## config.mk

```make
export PLATFORM = sky130hd
export DESIGN_NAME = mem_bus_arbiter_flat
export DESIGN_NICKNAME = d
export VERILOG_FILES = /design/src/rtl/mem_bus_arbiter_pkg.sv /design/src/rtl/mem_bus_arbiter_if.sv /design/src/rtl/mem_tag_owner_table.sv /design/src/rtl/mem_bus_arbiter.sv /design/src/flat_wrapper.sv
export SDC_FILE = /design/constraint.sdc
export NUM_CORES = 1
export LEC_CHECK = 0
export ABC_AREA = 1
export CAP_MARGIN = 20
export CORE_AREA = 4 4 212 214
export DETAILED_ROUTE_END_ITERATION = 8
export DIE_AREA = 0 0 216 218
export GPL_TIMING_DRIVEN = 1
export SKIP_CTS_REPAIR_TIMING = 1
export SYNTH_ARGS = -nofsm -noshare
export SYNTH_HDL_FRONTEND = slang
export SYNTH_SLANG_ARGS = --single-unit
export TNS_END_PERCENT = 20
```

## constraint.sdc

```tcl
create_clock -name clock -period 2.22 [get_ports clock]
set_input_delay 0.555 -clock clock [delete_from_list [all_inputs] [get_ports clock]]
set_output_delay 0.555 -clock clock [all_outputs]
set_load 0.05 [all_outputs]
```

## src/rtl/mem_bus_arbiter_pkg.sv

```systemverilog
// Purpose: shared types for the icache/dcache memory-port arbiter.
// Latency: n/a (types and constants only).
// Backpressure: n/a.
// Contents: BUS_COMMAND encoding, tag-owner type, memory tag geometry.
package mem_bus_arbiter_pkg;

    typedef enum logic [1:0] {
        BUS_NONE  = 2'h0,
        BUS_LOAD  = 2'h1,
        BUS_STORE = 2'h2
    } BUS_COMMAND;

    typedef enum logic {
        OWNER_ICACHE = 1'b0,
        OWNER_DCACHE = 1'b1
    } mem_owner_t;

    // Tag 0 means "no tag" on both the response and the return path.
    localparam int MEM_TAG_W = 4;
    localparam int NUM_TAGS  = 1 << MEM_TAG_W;

endpackage

```

## src/rtl/mem_bus_arbiter_if.sv

```systemverilog
// Purpose: bundles the cache-side, memory-side and return signals of the arbiter.
// Latency: n/a (wiring only).
// Backpressure: memory refusal is signalled by a zero response tag.
// Modports: slave = arbiter view, master = surrounding caches/memory view.
interface mem_bus_arbiter_if;
    import mem_bus_arbiter_pkg::*;

    BUS_COMMAND             Icache2mem_command;
    logic [63:0]            Icache2mem_addr;
    BUS_COMMAND             Dcache2mem_command;
    logic [63:0]            Dcache2mem_addr;
    logic [63:0]            Dcache2mem_data;
    logic [MEM_TAG_W-1:0]   mem2proc_response;
    logic [MEM_TAG_W-1:0]   mem2proc_tag;
    logic [63:0]            mem2proc_data;

    BUS_COMMAND             proc2mem_command;
    logic [63:0]            proc2mem_addr;
    logic [63:0]            proc2mem_data;
    logic [MEM_TAG_W-1:0]   Imem2proc_response;
    logic [MEM_TAG_W-1:0]   Imem2proc_tag;
    logic [63:0]            Imem2proc_data;
    logic [MEM_TAG_W-1:0]   Dmem2proc_response;
    logic [MEM_TAG_W-1:0]   Dmem2proc_tag;
    logic [63:0]            Dmem2proc_data;
    logic                   stray_tag;

    modport slave (
        input  Icache2mem_command, Icache2mem_addr,
        input  Dcache2mem_command, Dcache2mem_addr, Dcache2mem_data,
        input  mem2proc_response, mem2proc_tag, mem2proc_data,
        output proc2mem_command, proc2mem_addr, proc2mem_data,
        output Imem2proc_response, Imem2proc_tag, Imem2proc_data,
        output Dmem2proc_response, Dmem2proc_tag, Dmem2proc_data,
        output stray_tag
    );

    modport master (
        output Icache2mem_command, Icache2mem_addr,
        output Dcache2mem_command, Dcache2mem_addr, Dcache2mem_data,
        output mem2proc_response, mem2proc_tag, mem2proc_data,
        input  proc2mem_command, proc2mem_addr, proc2mem_data,
        input  Imem2proc_response, Imem2proc_tag, Imem2proc_data,
        input  Dmem2proc_response, Dmem2proc_tag, Dmem2proc_data,
        input  stray_tag
    );

endinterface

```

## src/rtl/mem_tag_owner_table.sv

```systemverilog
// Purpose: remembers which cache owns each outstanding memory load tag.
// Latency: lookup is combinational; set/clear take effect at the next clock edge.
// Backpressure: none; set and clear are accepted every cycle, set wins on the same tag.
// Ports: clock/reset, set_en/set_tag/set_owner, clr_en/clr_tag, lookup_tag -> hit/owner.
module mem_tag_owner_table
    import mem_bus_arbiter_pkg::*;
(
    input  logic                  clock,
    input  logic                  reset,
    input  logic                  set_en,
    input  logic [MEM_TAG_W-1:0]  set_tag,
    input  mem_owner_t            set_owner,
    input  logic                  clr_en,
    input  logic [MEM_TAG_W-1:0]  clr_tag,
    input  logic [MEM_TAG_W-1:0]  lookup_tag,
    output logic                  hit,
    output mem_owner_t            owner
);

    logic [NUM_TAGS-1:0] valid_q;
    mem_owner_t          owner_q [NUM_TAGS];

    always_ff @(posedge clock) begin
        if (reset) begin
            valid_q <= '0;
            for (int i = 0; i < NUM_TAGS; i++) begin
                owner_q[i] <= OWNER_ICACHE;
            end
        end else begin
            // Clear first, then set: a tag returning and being reissued in
            // the same cycle ends up valid with the new owner.
            if (clr_en) begin
                valid_q[clr_tag] <= 1'b0;
            end
            if (set_en) begin
                valid_q[set_tag] <= 1'b1;
                owner_q[set_tag] <= set_owner;
            end
        end
    end

    assign hit   = valid_q[lookup_tag];
    assign owner = owner_q[lookup_tag];

endmodule

```

## src/rtl/mem_bus_arbiter.sv

```systemverilog
// Purpose: shares the memory port between icache and dcache and routes load returns to their owner.
// Latency: command/response path 0 cycles (combinational); tag ownership registered.
// Backpressure: none held; a refused command (response 0) is reported to the granted cache only.
// Ports: clock, reset (sync, active-high), bus (mem_bus_arbiter_if.slave).
module mem_bus_arbiter
    import mem_bus_arbiter_pkg::*;
#(
    parameter int STARVE_LIMIT = 4
)
(
    input  logic                    clock,
    input  logic                    reset,
    mem_bus_arbiter_if.slave        bus
);

    localparam int               CNT_W = $clog2(STARVE_LIMIT + 1);
    localparam logic [CNT_W-1:0] LIMIT = CNT_W'(STARVE_LIMIT);

    logic [CNT_W-1:0] starve_cnt;
    logic             icache_req;
    logic             dcache_req;
    logic             grant_icache;
    logic             grant_dcache;
    logic             accepted;
    logic             ret_vld;
    logic             tbl_hit;
    mem_owner_t       tbl_owner;
    logic             set_en;

    assign icache_req = bus.Icache2mem_command != BUS_NONE;
    assign dcache_req = bus.Dcache2mem_command != BUS_NONE;
    assign accepted   = bus.mem2proc_response != '0;

    // dcache normally wins; a starved icache takes one grant once the limit is hit.
    assign grant_icache = !reset && icache_req && (!dcache_req || starve_cnt >= LIMIT);
    assign grant_dcache = !reset && dcache_req && !grant_icache;

    always_comb begin
        bus.proc2mem_command   = BUS_NONE;
        bus.proc2mem_addr      = '0;
        bus.proc2mem_data      = '0;
        bus.Imem2proc_response = '0;
        bus.Dmem2proc_response = '0;
        if (grant_icache) begin
            bus.proc2mem_command   = bus.Icache2mem_command;
            bus.proc2mem_addr      = bus.Icache2mem_addr;
            bus.Imem2proc_response = bus.mem2proc_response;
        end else if (grant_dcache) begin
            bus.proc2mem_command   = bus.Dcache2mem_command;
            bus.proc2mem_addr      = bus.Dcache2mem_addr;
            bus.proc2mem_data      = bus.Dcache2mem_data;
            bus.Dmem2proc_response = bus.mem2proc_response;
        end
    end

    // Only accepted loads get an owner entry; stores never return a tag.
    assign set_en = (grant_icache || grant_dcache) && bus.proc2mem_command == BUS_LOAD && accepted;

    assign ret_vld = !reset && bus.mem2proc_tag != '0;

    mem_tag_owner_table u_owner_table (
        .clock      (clock),
        .reset      (reset),
        .set_en     (set_en),
        .set_tag    (bus.mem2proc_response),
        .set_owner  (grant_icache ? OWNER_ICACHE : OWNER_DCACHE),
        .clr_en     (ret_vld),
        .clr_tag    (bus.mem2proc_tag),
        .lookup_tag (bus.mem2proc_tag),
        .hit        (tbl_hit),
        .owner      (tbl_owner)
    );

    // Routing uses the owner as it stands before this cycle's update.
    assign bus.Imem2proc_tag  = (ret_vld && tbl_hit && tbl_owner == OWNER_ICACHE) ? bus.mem2proc_tag : '0;
    assign bus.Dmem2proc_tag  = (ret_vld && tbl_hit && tbl_owner == OWNER_DCACHE) ? bus.mem2proc_tag : '0;
    assign bus.Imem2proc_data = bus.mem2proc_data;
    assign bus.Dmem2proc_data = bus.mem2proc_data;
    assign bus.stray_tag      = ret_vld && !tbl_hit;

    // A refused icache grant neither counts as a denial nor clears the count.
    always_ff @(posedge clock) begin
        if (reset) begin
            starve_cnt <= '0;
        end else if (icache_req && !grant_icache) begin
            if (starve_cnt != LIMIT) begin
                starve_cnt <= starve_cnt + CNT_W'(1);
            end
        end else if (grant_icache && accepted) begin
            starve_cnt <= '0;
        end
    end

endmodule

```

## src/flat_wrapper.sv

```systemverilog
// flat-port wrapper written by rule: the top's interface ports become plain ports
module mem_bus_arbiter_flat import mem_bus_arbiter_pkg::*;
#(
    parameter int STARVE_LIMIT = 4
)
  (clock, reset, bus_Icache2mem_command, bus_Icache2mem_addr, bus_Dcache2mem_command, bus_Dcache2mem_addr, bus_Dcache2mem_data, bus_mem2proc_response, bus_mem2proc_tag, bus_mem2proc_data, bus_proc2mem_command, bus_proc2mem_addr, bus_proc2mem_data, bus_Imem2proc_response, bus_Imem2proc_tag, bus_Imem2proc_data, bus_Dmem2proc_response, bus_Dmem2proc_tag, bus_Dmem2proc_data, bus_stray_tag);
  mem_bus_arbiter_if bus_i ();
  input  logic clock;
  input  logic reset;
  input wire logic [$bits(bus_i.Icache2mem_command)-1:0] bus_Icache2mem_command;
  input wire logic [$bits(bus_i.Icache2mem_addr)-1:0] bus_Icache2mem_addr;
  input wire logic [$bits(bus_i.Dcache2mem_command)-1:0] bus_Dcache2mem_command;
  input wire logic [$bits(bus_i.Dcache2mem_addr)-1:0] bus_Dcache2mem_addr;
  input wire logic [$bits(bus_i.Dcache2mem_data)-1:0] bus_Dcache2mem_data;
  input wire logic [$bits(bus_i.mem2proc_response)-1:0] bus_mem2proc_response;
  input wire logic [$bits(bus_i.mem2proc_tag)-1:0] bus_mem2proc_tag;
  input wire logic [$bits(bus_i.mem2proc_data)-1:0] bus_mem2proc_data;
  output wire logic [$bits(bus_i.proc2mem_command)-1:0] bus_proc2mem_command;
  output wire logic [$bits(bus_i.proc2mem_addr)-1:0] bus_proc2mem_addr;
  output wire logic [$bits(bus_i.proc2mem_data)-1:0] bus_proc2mem_data;
  output wire logic [$bits(bus_i.Imem2proc_response)-1:0] bus_Imem2proc_response;
  output wire logic [$bits(bus_i.Imem2proc_tag)-1:0] bus_Imem2proc_tag;
  output wire logic [$bits(bus_i.Imem2proc_data)-1:0] bus_Imem2proc_data;
  output wire logic [$bits(bus_i.Dmem2proc_response)-1:0] bus_Dmem2proc_response;
  output wire logic [$bits(bus_i.Dmem2proc_tag)-1:0] bus_Dmem2proc_tag;
  output wire logic [$bits(bus_i.Dmem2proc_data)-1:0] bus_Dmem2proc_data;
  output wire logic [$bits(bus_i.stray_tag)-1:0] bus_stray_tag;
  assign bus_i.Icache2mem_command = bus_Icache2mem_command;
  assign bus_i.Icache2mem_addr = bus_Icache2mem_addr;
  assign bus_i.Dcache2mem_command = bus_Dcache2mem_command;
  assign bus_i.Dcache2mem_addr = bus_Dcache2mem_addr;
  assign bus_i.Dcache2mem_data = bus_Dcache2mem_data;
  assign bus_i.mem2proc_response = bus_mem2proc_response;
  assign bus_i.mem2proc_tag = bus_mem2proc_tag;
  assign bus_i.mem2proc_data = bus_mem2proc_data;
  assign bus_proc2mem_command = bus_i.proc2mem_command;
  assign bus_proc2mem_addr = bus_i.proc2mem_addr;
  assign bus_proc2mem_data = bus_i.proc2mem_data;
  assign bus_Imem2proc_response = bus_i.Imem2proc_response;
  assign bus_Imem2proc_tag = bus_i.Imem2proc_tag;
  assign bus_Imem2proc_data = bus_i.Imem2proc_data;
  assign bus_Dmem2proc_response = bus_i.Dmem2proc_response;
  assign bus_Dmem2proc_tag = bus_i.Dmem2proc_tag;
  assign bus_Dmem2proc_data = bus_i.Dmem2proc_data;
  assign bus_stray_tag = bus_i.stray_tag;
  mem_bus_arbiter #(.STARVE_LIMIT(STARVE_LIMIT)) u_core (.clock(clock), .reset(reset), .bus(bus_i));
endmodule
```

; Yosys cells after proc, flatten, opt, wreduce, memory -nomap -nowiden
; Memories as Yosys holds them, arrays and structs flattened.
; Cells that the tools add are included.
[totals]
regBits = 19
ram_bits = 16
inputBits = 270
out_inout_bits = 275
word_cells = 76
n_memories = 1
[classes]
addsub = 1
order_cmp = 5
eq_ne = 3
muxes = 32
n_bitwise = 4
reduce_logical = 28
[mem_list]
columns = name, words, width, read_ports, rd_clocked_by_memory_dff, write_ports, line
row1 = u_core.u_owner_table.owner_q, 16, 1, 1, 0, 16, mem_tag_owner_table.sv:21  ; mem_owner_t owner_q [NUM_TAGS];
[op_table]
columns = cell, n
row1 = $mux 64, 4
row2 = $mux 16, 3
row3 = $mux 4, 6
row4 = $and 16x16->16, 1
row5 = $not 16->16, 1
row6 = $or 16x16->16, 1
row7 = $logic_and 1x1->1, 15
row8 = $mux 1, 11
row9 = $lt 4x5->1 const B, 2
row10 = $mux 3, 3
row11 = $demux 1 s4, 2
row12 = $ge 4x1->1 const B, 2
row13 = $reduce_bool 4->1, 2
row14 = $reduce_bool 2->1, 3
row15 = $bmux 1 s4, 1
row16 = $logic_not 1->1, 4
row17 = $mux 2, 2
row18 = $add 3x1->3 const B, 1
row19 = $ge 3x3->1 const B, 1
row20 = $ne 3x3->1 const B, 1
row21 = $eq 2x1->1 const B, 1
row22 = $logic_or 1x1->1, 2
row23 = $ne 2x2->1 const B, 1
row24 = $reduce_and 2->1, 1
row25 = other kinds (2), 2

; Depth between registers and ports, before layout
; Gate-level depths: netlist (run 1).
[logic_depth]
ltp_word = 16
mapped_depth = 12
depth_no_buf = 11

; Modules after synthesis
; A second synthesis (run 1) with hierarchy kept.
[unflattened]
cells_unflattened = 800
area_unflattened_um2 = 4583.1
[modules_own_cells]
columns = mod, n_inst, cells_each, area_each_um2, seq_area_each_um2
row1 = mem_bus_arbiter, 1, 556, 2840.2, 60.1
row2 = mem_tag_owner_table, 1, 244, 1742.9, 800.8

; Worst setup path before layout (run 1)
; Ideal clock, no wire load.
[synth_path]
kind = input-to-output
start = input port bus_mem2proc_tag[0]
end = output port bus_Dmem2proc_tag[0]
arrival_time_ps = 2029
required_time_ps = 1665
setup_slack_ps = -364
stages = 12
path_buffers = 2
path_cell_list = buf_2 buf_6 nand2_1 nand2_1 nand2_1 nand2_1 nand2_1 nand2_1 inv_1 nand2_1 nand3_1 nor2_1
[synth_via]
elab_chain_cells = 5
elab_cells_between_ends = 8
cone_classes = 3 x mux / 4 x reduce/logical / 1 x memory
[synth_lines]
columns = item, line
row1 = "start, declared", flat_wrapper.sv:16  ; input wire logic [$bits(bus_i.mem2proc_tag)-1:0] bus_mem2proc_tag;
row2 = $bmux 1 s4 or $reduce_bool 4->1 (tied branches), "mem_tag_owner_table.sv:42, mem_bus_arbiter.sv:59"
row3 = $mux 1 (not written as such) or $logic_and 1x1->1 (tied branches), "mem_tag_owner_table.sv:42, mem_bus_arbiter.sv:59"
row4 = $logic_and 1x1->1 (2 in a row), mem_bus_arbiter.sv:76  ; assign bus.Dmem2proc_tag = (ret_vld && tbl_hit && tbl_owner == OWNER_DCACHE) ? bus.mem2proc_tag : '0;
row5 = $mux 4 (*), mem_bus_arbiter.sv:76
row6 = "end, declared", flat_wrapper.sv:25  ; output wire logic [$bits(bus_i.Dmem2proc_tag)-1:0] bus_Dmem2proc_tag;
; Every way passes the cells marked *; elsewhere a longest branch is shown, timed or not. The select of a mux whose other input is x is not followed.

; Final worst setup path (run 1)
[layout_path]
start = input port bus_Dcache2mem_command[0]
end = output port bus_proc2mem_addr[7]
[layout_via]
elab_chain_cells = 8
elab_cells_between_ends = 9
cone_classes = 2 x mux / 7 x reduce/logical
[layout_lines]
columns = item, line
row1 = "start, declared", flat_wrapper.sv:12  ; input wire logic [$bits(bus_i.Dcache2mem_command)-1:0] bus_Dcache2mem_command;
row2 = $reduce_bool 2->1 (*), mem_bus_arbiter.sv:31  ; assign dcache_req = bus.Dcache2mem_command != BUS_NONE;
row3 = $logic_not 1->1, mem_bus_arbiter.sv:35  ; assign grant_icache = !reset && icache_req && (!dcache_req || starve_cnt >= LIMIT);
row4 = $logic_or 1x1->1, mem_bus_arbiter.sv:35
row5 = $logic_and 1x1->1, mem_bus_arbiter.sv:35
row6 = $logic_not 1->1, mem_bus_arbiter.sv:36  ; assign grant_dcache = !reset && dcache_req && !grant_icache;
row7 = $logic_and 1x1->1, mem_bus_arbiter.sv:36
row8 = $mux 64, mem_bus_arbiter.sv:48  ; end else if (grant_dcache) begin
row9 = $mux 64 (*), mem_bus_arbiter.sv:44  ; if (grant_icache) begin
row10 = "end, declared", flat_wrapper.sv:19  ; output wire logic [$bits(bus_i.proc2mem_addr)-1:0] bus_proc2mem_addr;
; Every way passes the cells marked *; elsewhere a longest branch is shown, timed or not.

==> results.toml, run 1 <==
[run_status]
outcome = "complete, but fails checks"
failed_checks = "negative setup slack"

[yosys]
syn_area_per_cell_sq_um = 5.720
yosysSeqAreaShare_pct = 18.53
netlist_instances = 812
netlist_area_sq_um = 4644
syn_nets = 1084
synth.distinct_cells = 25
yosysWarnings = 0
synth-seq-cells = 35

[placed_design]
port_buffers = 352
globalplace.congestion = 0.8576
placed_area_sq_um = 10210
dpl_worst_slack_ns = -0.7629
dpl.hpwl_mm = 26.94

[pwr]
p_leak_uw = 0.005265
ir_drop_mv = 0.2368
p_per_area_nw_per_um2 = 352.7

[critical_path]
critPathMaxFanout = 8
startpoint_type = "primary input"
worst-r2r-cell-count = 9
end_kind = "output pin"
critical_path_required_ns = 1.66
worstPathArrival_ns = 1.83
rr_startpoint = "u_core.starve_cnt[2]$_SDFFE_PP0P_"
worstSetupEndpoint = "bus_proc2mem_addr[7]"
reg2reg_slack_ns = 0.21
regToRegEndpoint = "u_core.u_owner_table.owner_q[12]$_SDFFCE_PN0P_"
path_class = "in2out"
startpoint = "bus_Dcache2mem_command[0]"

[floorplanning]
dieArea_sq_um = 47090
core_region_area_sq_um = 42890
start_util_pct = 10.83
ioPinCount = 545
core.rowCount = 76
die_h_um = 218
dieWidth_um = 216

[global_routing]
grt_use_total_pct = 11.88
grt_antenna_before_repair = 3
grt_pass1_vias = 6087
grt.overflow.total = 0
grt_pass1_wl_mm = 41.12
grt_max_degree = 62

[finish]
layout_common_cells = "clkdlybuf4s50_1 (196), nand2_1 (179), buf_12 (168)"
final_area_sq_um = 11990
fin_nets = 1389
layout_commonest_cell = "clkdlybuf4s50_1"
antenna_cells = 0
multi_input_area_sq_um = 3227
syn_to_final_growth_pct = 158.1
finish.utilization_pct = 27.95
drive_above_1_share_pct = 44.19
seqCellArea_sq_um = 862.1
n_fill_cell = 4537

[timing]
fin_skew_ns = 0.006454
hold_viol = 0
rsz0062_at_grt = "true"
fin_crit_ns = 2.381
finalSetupTns_ns = -10.91
final-setup-viol-count = 146
finalWorstSetupSlack_ns = -0.1609
fmax_mhz = 420.0
finalMaxSlewViolations = 0
period_share_pct = 107.2

[clock_tree]
cts_max_level = 2
clk_pin_slew_ns = 0.06
cts_buffer_depth = 2
cts_root_buffer = "clkbuf_16"
cts_buffers = 5
clk_latency_ns = 0.29
cts_sinks = 35
tritoncts = "built"

[detailed_routing]
wl_mm = 35.34
dr.pass1.iters = 5
route.detailed.drc = 0
viasPerCell = 3.689
first_iter_violations = 309
antenna_left = 0
wl_per_cell_um = 20.75
vias = 6283

[min_path]
hold_path_class = "reg2reg"

[run]
maxCapViolCount = 0
Yosys cell counts:
| cell type | count | area, sq um |
|---|---|---|
| inv_1 | 92 | 345.3 |
| buf_6 | 2 | 22.52 |
| conb_1 | 1 | 3.750 |
| nor2_1 | 122 | 457.9 |
| inv_2 | 5 | 18.77 |
| nor2_4 | 1 | 11.26 |
| ha_1 | 2 | 25.02 |
| buf_2 | 9 | 45.04 |
| a21oi_1 | 4 | 20.02 |
| o21ai_1 | 1 | 5.000 |
| nand3_1 | 86 | 430.4 |
| edfxtp_1 | 16 | 480.5 |
| nand3_4 | 10 | 175.2 |
| nand2_2 | 2 | 12.51 |
| nand2_1 | 267 | 1002 |
| buf_12 | 1 | 20.02 |
| clkbuf_1 | 24 | 90.09 |
| o21ai_2 | 3 | 26.28 |
| buf_4 | 129 | 968.4 |
| o311ai_0 | 6 | 52.55 |
| dfxtp_1 | 19 | 380.4 |
| buf_1 | 4 | 15.01 |
| o21bai_1 | 1 | 7.510 |
| a21oi_2 | 1 | 8.760 |
| o21ai_0 | 4 | 20.02 |
worst min-delay path by stage:
stage	start	endpoint	depth (start not counted)
global placement	u_core.u_owner_table.valid_q[0]$_SDFF_PP0_	u_core.u_owner_table.valid_q[0]$_SDFF_PP0_	2
finish	u_core.u_owner_table.valid_q[0]$_SDFF_PP0_	u_core.u_owner_table.valid_q[0]$_SDFF_PP0_	2
detailed placement	u_core.u_owner_table.valid_q[0]$_SDFF_PP0_	u_core.u_owner_table.valid_q[0]$_SDFF_PP0_	2
CTS	u_core.u_owner_table.valid_q[0]$_SDFF_PP0_	u_core.u_owner_table.valid_q[0]$_SDFF_PP0_	2
floorplan	u_core.u_owner_table.valid_q[0]$_SDFF_PP0_	u_core.u_owner_table.valid_q[0]$_SDFF_PP0_	2
global route	u_core.u_owner_table.valid_q[0]$_SDFF_PP0_	u_core.u_owner_table.valid_q[0]$_SDFF_PP0_	2
per-stage QoR:
stage          hold slack (ns)  power [uW]  cells
5_1_grt                 0.4934        4402   1703
6_report                0.4776        4227   1703
4_1_cts                 0.4737        3886   1675
2_1_floorplan           0.4031        2300    812
3_3_place_gp            0.4593        3127   1667
3_5_place_dp            0.4630        3141   1667
cells by family after synthesis:
group | Yosys count | synth area share (%)
buf+inv | 266 | 32.84
fa+ha+maj | 2 | 0.5387
flops | 35 | 18.53
compound gates | 20 | 3.017
simple gates | 488 | 44.99
other cells | 1 | 0.08074
where the power goes:
group / internal (uW) / switching [uW] / leakage (uW)
combinational: 1340 / 1450 / 0.00488
sequential: 697 / 14.6 / 0.000316
clock: 416 / 311 / 0.0000669
total: 2460 / 1770 / 0.00527
cell type report:
class / count / share of cell area (%)
clock buffers: 6 / 1.075
clock inverters: 2 / 0.1044
inverters: 97 / 3.466
well taps: 585 / 6.106
flip-flops and latches: 35 / 7.192
multi-input cells: 512 / 26.92
repair buffers: 466 / 55.14
worst max-delay path: stages:
cell and delay (ns):
buf_8 0.10, buf_6 0.11, o21ai_4 0.16, clkinv_4 0.16, buf_12 0.20, clkbuf_16 0.17, nand3_1 0.11, nand2_2 0.09
buf_12 0.15
routing by layer:
layer / up-vias / track usage, % / part of all wire, %
li1: 2950 / - / -
met2: 362 / 20.32 / 48
met5: - / 0.2083 / 0.096
met3: 82 / 3.720 / 7.3
met4: 6 / 4.993 / 4.8
met1: 2883 / 13.72 / 40
registers in the layout, summed over array words and instances (netlist names):
name	count
u_core.u_owner_table.valid_q	16
u_core.starve_cnt	3
u_core.u_owner_table.owner_q	16
Power figures use the tool's default switching activity.
==> inputs of run 2 (changes only) <==
--- a/config.mk
+++ b/config.mk
@@ -12,6 +12,7 @@
 export DIE_AREA = 0 0 216 218
 export GPL_TIMING_DRIVEN = 1
 export SKIP_CTS_REPAIR_TIMING = 1
+export SLEW_MARGIN = 25
 export SYNTH_ARGS = -nofsm -noshare
 export SYNTH_HDL_FRONTEND = slang
 export SYNTH_SLANG_ARGS = --single-unit
==> results of run 2 <==
Same layout as run 1: the final DEF is identical, and so are final timing and power.
==> inputs of run 3 (changes only) <==
--- a/config.mk
+++ b/config.mk
@@ -10,6 +10,7 @@
 export CORE_AREA = 4 4 212 214
 export DETAILED_ROUTE_END_ITERATION = 8
 export DIE_AREA = 0 0 216 218
+export GPL_ROUTABILITY_DRIVEN = 0
 export GPL_TIMING_DRIVEN = 1
 export SKIP_CTS_REPAIR_TIMING = 1
 export SLEW_MARGIN = 25
==> results of run 3 <==
Same layout as run 1: the final DEF is identical, and so are final timing and power.
